File: config.mk
export PLATFORM = sky130hd
export DESIGN_NAME = prog_freq_divider
export DESIGN_NICKNAME = d
export VERILOG_FILES = /design/src/rtl/prog_freq_divider.sv
export SDC_FILE = /design/constraint.sdc
export NUM_CORES = 1
export LEC_CHECK = 0
export BUFFER_PORTS_ARGS = -buffer_cell sky130_fd_sc_hd__buf_4
export CAP_MARGIN = 20
export CORE_ASPECT_RATIO = 2
export CORE_MARGIN = 2
export CORE_UTILIZATION = 24
export CTS_CLUSTER_SIZE = 25
export DETAILED_ROUTE_END_ITERATION = 10
export HOLD_SLACK_MARGIN = 0.15
export PLACE_DENSITY = 0.45
export SYNTH_ARGS = -nofsm -noshare
export SYNTH_HDL_FRONTEND = slang
export SYNTH_SLANG_ARGS = --single-unit
File: constraint.sdc
create_clock -name clk -period 2.79 [get_ports clk]
set_clock_uncertainty 0.2 [all_clocks]
set_input_delay 0.4185 -clock clk [delete_from_list [all_inputs] [get_ports clk]]
set_output_delay 0.4185 -clock clk [all_outputs]
set_load 0.05 [all_outputs]
File: src/rtl/prog_freq_divider.sv
// prog_freq_divider: programmable integer clock divider.
//
// A counter runs 0..N-1 (N = div_cur) on enabled clock edges. The divided
// clock f_qn is low for floor(N/2) counts and high for the rest, and tick
// strobes once per output period. A new ratio can be requested at any time
// with div_load. It waits in a pending register and is applied only on the
// wrap edge, so the output never shows a runt or stretched period. A request
// with a ratio below 2 is rejected with a one-cycle div_err pulse.
//
// Build option: define ODD_DUTY50_EN to trim the high phase for odd N by
// half a clock, which gives 50% duty. It does this with a negedge recapture
// of the positive-edge output. Without the macro the design is purely
// posedge, and odd N gives one extra high cycle.
module prog_freq_divider #(
  parameter int WIDTH       = 8,
  parameter int DEFAULT_DIV = 2
) (
  input  logic             clk,
  input  logic             rst,
  input  logic             en,
  input  logic [WIDTH-1:0] div_in,
  input  logic             div_load,
  output logic             f_qn,
  output logic             tick,
  output logic [WIDTH-1:0] div_cur,
  output logic             div_err
);

  localparam logic [WIDTH-1:0] DEFAULT_DIV_W = WIDTH'(DEFAULT_DIV);
  localparam logic [WIDTH-1:0] MIN_DIV       = WIDTH'(2);
  localparam logic [WIDTH-1:0] ONE           = WIDTH'(1);

  // Architectural state.
  logic [WIDTH-1:0] cnt_reg,           cnt_next;
  logic [WIDTH-1:0] div_cur_reg,       div_cur_next;
  logic [WIDTH-1:0] pending_reg,       pending_next;
  logic             pending_valid_reg, pending_valid_next;
  logic             f_pos_reg,         f_pos_next;
  logic             tick_reg,          tick_next;
  logic             div_err_reg,       div_err_next;

  // Decoded helpers.
  logic [WIDTH-1:0] last_cnt;
  logic [WIDTH-1:0] cnt_inc;
  logic [WIDTH-1:0] half_div;
  logic             wrap;
  logic             load_ok;
  logic             load_bad;

  // Decode the wrap point, the low-phase length and the load legality.
  always_comb begin
    last_cnt = div_cur_reg - ONE;
    cnt_inc  = cnt_reg + ONE;
    half_div = div_cur_reg >> 1;
    wrap     = (cnt_reg == last_cnt);
    load_ok  = div_load && (div_in >= MIN_DIV);
    load_bad = div_load && (div_in <  MIN_DIV);
  end

  // Next-state logic: advance the counter, swap ratios at the wrap, and
  // capture load requests.
  always_comb begin
    cnt_next           = cnt_reg;
    div_cur_next       = div_cur_reg;
    pending_next       = pending_reg;
    pending_valid_next = pending_valid_reg;
    f_pos_next         = f_pos_reg;
    tick_next          = 1'b0;
    div_err_next       = load_bad;

    if (en) begin
      tick_next = wrap;
      if (wrap) begin
        // The new period always starts at count 0. Count 0 lies in the low
        // phase for every legal N, so the output falls here no matter which
        // ratio is in force for the next period.
        cnt_next   = '0;
        f_pos_next = 1'b0;
        if (pending_valid_reg) begin
          div_cur_next       = pending_reg;
          pending_valid_next = 1'b0;
        end
      end else begin
        cnt_next   = cnt_inc;
        f_pos_next = (cnt_inc >= half_div);
      end
    end

    // A coincident load lands after any apply above. A request on the wrap
    // edge therefore stays pending for the following wrap, and a later
    // request overwrites an earlier one that has not been applied yet.
    if (load_ok) begin
      pending_next       = div_in;
      pending_valid_next = 1'b1;
    end
  end

  // State register: reset returns to the default ratio and drops any pending load.
  always_ff @(posedge clk or posedge rst) begin
    if (rst) begin
      cnt_reg           <= '0;
      div_cur_reg       <= DEFAULT_DIV_W;
      pending_reg       <= DEFAULT_DIV_W;
      pending_valid_reg <= 1'b0;
      f_pos_reg         <= 1'b0;
      tick_reg          <= 1'b0;
      div_err_reg       <= 1'b0;
    end else begin
      cnt_reg           <= cnt_next;
      div_cur_reg       <= div_cur_next;
      pending_reg       <= pending_next;
      pending_valid_reg <= pending_valid_next;
      f_pos_reg         <= f_pos_next;
      tick_reg          <= tick_next;
      div_err_reg       <= div_err_next;
    end
  end

`ifdef ODD_DUTY50_EN
  logic f_neg_reg;

  // Recapture the output half a cycle later. ANDing this copy with the
  // positive-edge output delays the rising edge by half a clock and leaves
  // the falling edge unchanged.
  always_ff @(negedge clk or posedge rst) begin
    if (rst) begin
      f_neg_reg <= 1'b0;
    end else begin
      f_neg_reg <= f_pos_reg;
    end
  end

  // Odd ratios use the trimmed waveform. Even ratios are already symmetric.
  assign f_qn = div_cur_reg[0] ? (f_pos_reg & f_neg_reg) : f_pos_reg;
`else
  assign f_qn = f_pos_reg;
`endif

  assign tick    = tick_reg;
  assign div_cur = div_cur_reg;
  assign div_err = div_err_reg;

endmodule

==> summary.txt <==
Status
  • Status: completed

Logic synthesis
  • Synthesized Nets: 194
  • Ys async rst share: 1.00
  • Number of library cell types mapped by synthesis: 45
  • Post-synth top flop: dfrtp_1
  • Post-Syn Area: 0.00172 sq mm
  • Synth cell count leaders: nand2_1, dfrtp_1, inv_1
  • Synth area leaders: dfrtp_1, nand2_1, mux2_4
  • Syn avg cell area: 9.94 sq um
  • Cells after Synth: 173
  • Number of synthesized register bits: 28
  • Top cell type's share of synthesized area: 0.378
  • Count leader, synth: nand2_1
  • Cell taking the most area after synthesis: dfrtp_1
  • Synth warnings: 0
  • Sequential element share of the synthesized area: 0.409
  • Number of synthesized flops with an enable pin: 0

Critical path
  • Worst-case reg-to-reg path depth: 7
  • Crit end category: register
  • Startpoint class of the critical path: register
  • CP max stage delay: 0.64 ns
  • Reg-to-Reg Start: div_cur[1]
  • Worst path required time: 2.75 ns
  • CP arrival: 2.65 ns
  • Slowest cell on crit path: or4_4
  • Worst R2R Setup Slack: 0.09 ns
  • Crit path cell chain: inv_1, ha_1, xnor2_1, nor2_1, nand4b_4, or4_4, mux2_4
  • Critical path type: register to register
  • Critical path peak fanout: 8
  • Crit Reg-Reg Endpoint: div_cur[6]

STA
  • Fmax: 371 MHz
  • Sum Neg Setup Slack: 0 ns
  • # setup viols final: 0
  • Slack of the critical path: 0.0935 ns
  • RSZ-0062 raised after global routing: no
  • Final worst path period need: 2.70 ns
  • Fin. max-slew vios: 0
  • Slew @ Worst Pin: 0.746 ns
  • Fin crit share: 0.966
  • Worst slew margin: 0.502
  • Final hold viol count: 0

Global routing
  • Global-route wire length before repair: 6.96 mm
  • GRT Util Overall: 0.120
  • Grt total ovfl: 0
  • Initial antenna violation count: 0
  • Largest net degree at the start of global routing: 29
  • Vias in the first global route: 1378

Power and ir drop
  • NetSw: 0.432 mW
  • Clock Power Share: 0.284
  • P_int: 0.860 mW
  • Combinational fraction of design power: 0.302
  • Maximum vdd drop: 165 uV
  • Switching share of power: 0.334
  • Sequential share of power: 0.413
  • Pwr/cell area: 599 mW/mm^2
  • Leak: 1.01 nW

Layout
  • Finished Core Util: 0.311
  • Share of cells above drive strength 1: 0.259
  • Nets: 227
  • Fillcell total: 707
  • Design area: 0.00216 sq mm
  • Ant diodes: 0
  • P&R area growth vs syn: 25.4%

Placed design
  • HPWL after detailed placement: 3.54 mm
  • GP Congestion: 0.753
  • IO Port Bufs: 22
  • DP Area: 0.00202 sq mm
  • Pre-CTS setup slack: -0.0747 ns

Route
  • Top Layer Used: met4
  • Number of routed nets with antenna violations: 0
  • DR DRC count: 0
  • Total iterations of the first detailed-routing run: 4
  • WL final: 4.54 mm
  • Routed vias: 1340
  • WL/cell: 15.4 um
  • Met3 WL post-DR: 85 um
  • DR WL met2: 2.64 mm
  • WL met1: 1.63 mm
  • Routed vias/inst: 4.54
  • DRT iter0 DRCs: 20

Worst hold path
  • Hold depth: 3
  • Hold endpoint: pending_reg[7]
  • Hold_sp: div_in[7]
  • Worst hold path class: input pin to register

Clock tree
  • TritonCTS clock tree: yes
  • CTS Buf Count: 3
  • Clock transition at the registers of the reported paths: 0.07 ns
  • H-tree depth: 1
  • Clock sink count: 28
  • Max clock buf depth: 2
  • Root Buffer: clkbuf_16
  • Worst-skew pair later-pin latency: 0.27 ns

Job
  • Number of max-cap violations: 0

Die
  • Initial Util: 0.248
  • # rows: 43
  • Core ar.: 0.00694 sq mm
  • Die Y: 124 um
  • Die ar.: 0.00790 sq mm
  • Die X: 63.8 um
  • Io pins: 23
[logic make-up (layout without fill, tap and decap cells)]
kind of cell,count (synthesis),in the layout,synth area share
simple gates,67,67,0.205
buf+inv,21,53,0.0560
compound gates,24,24,0.101
mux,9,9,0.0764
flops,28,28,0.409
xor+xnor,15,15,0.0873
fa+ha+maj,9,9,0.0655
[metal layers]
metal | global-route usage | up-vias
met5 | 0 | -
met4 | 0.0870 | 0
met3 | 0.00723 | 12
met2 | 0.233 | 24
met1 | 0.115 | 639
li1 | - | 665
[placed cells by master, fill, tap and decap left out, drive strengths merged, types with 2 or more instances in the layout]
master	synthesis	final
a21oi	5	5
and3	2	2
buf	4	31
clkbuf	3	4
dfrtp	26	26
dfstp	2	2
dlygate4sd3	0	4
ha	9	9
inv	13	13
mux2	9	9
nand2	33	33
nand2b	2	2
nand3	4	4
nand4b	2	2
nor2	6	6
nor2b	2	2
nor3	5	5
nor4	2	2
o21ai	3	3
o2bb2ai	6	6
or4	3	3
xnor2	11	11
xor2	4	4
[worst max-delay path: cells and delay by family, from the launching register on]
kind	cells	cell delay (ns)
buffers and inverters	1	0.06
adders and majority gates	1	0.29
and+or+nand+nor	3	0.98
muxes	1	0.33
DFF	1	0.60
xor gates and xnor gates	1	0.13
[repair_timing]
| action | 4_1_cts | 5_1_grt |
|---|---|---|
| gates resized for setup | 1 | 1 |
| endpoints found under the hold margin | 29 | 0 |
| buffers inserted | 0 | 0 |
| hold buffers | 4 | 0 |
| setup endpoints to repair | 1 | 1 |
[area by class of cell]
| cell class | count | area [sq um] | area share |
|---|---|---|---|
| clock buffer | 4 | 88.8 | 0.0412 |
| timing repair buffer | 35 | 273 | 0.127 |
| sequential | 28 | 703 | 0.326 |
| multi-input combinational | 124 | 926 | 0.429 |
| inverter | 14 | 52.6 | 0.0244 |
| tap | 90 | 113 | 0.0522 |
[how the worst max path moves through the flow]
stage          startpoint          to  slack [ns]  cells past startpoint
3_3_place_gp   div_cur[1]  cnt_reg[5]        -0.1                      8
2_1_floorplan  div_cur[0]  div_cur[0]       0.004                      8
5_1_grt        div_cur[1]  div_cur[5]        0.02                      7
3_5_place_dp   div_cur[1]  cnt_reg[5]       -0.07                      8
6_report       div_cur[1]  div_cur[6]        0.09                      7
4_1_cts        div_cur[1]  cnt_reg[0]        0.07                      7
[metrics by stage]
stage | power [mW] | instances | hold WS [ns]
after floorplan | 0.813 | 173 | 0.239
after detailed placement | 0.923 | 287 | 0.261
final | 1.29 | 295 | 0.150
after global placement | 0.923 | 287 | 0.255
after global routing | 1.37 | 295 | 0.163
after CTS | 1.31 | 295 | 0.152
[power groups by stage]
stage | Sequential (mW) | Clock (mW) | Combinational [mW]
2_1_floorplan | 0.488 | 0 | 0.325
3_3_place_gp | 0.541 | 0 | 0.382
3_5_place_dp | 0.543 | 0 | 0.380
4_1_cts | 0.535 | 0.383 | 0.391
5_1_grt | 0.543 | 0.395 | 0.436
6_report | 0.534 | 0.367 | 0.390
Power figures use the tool's default switching activity.
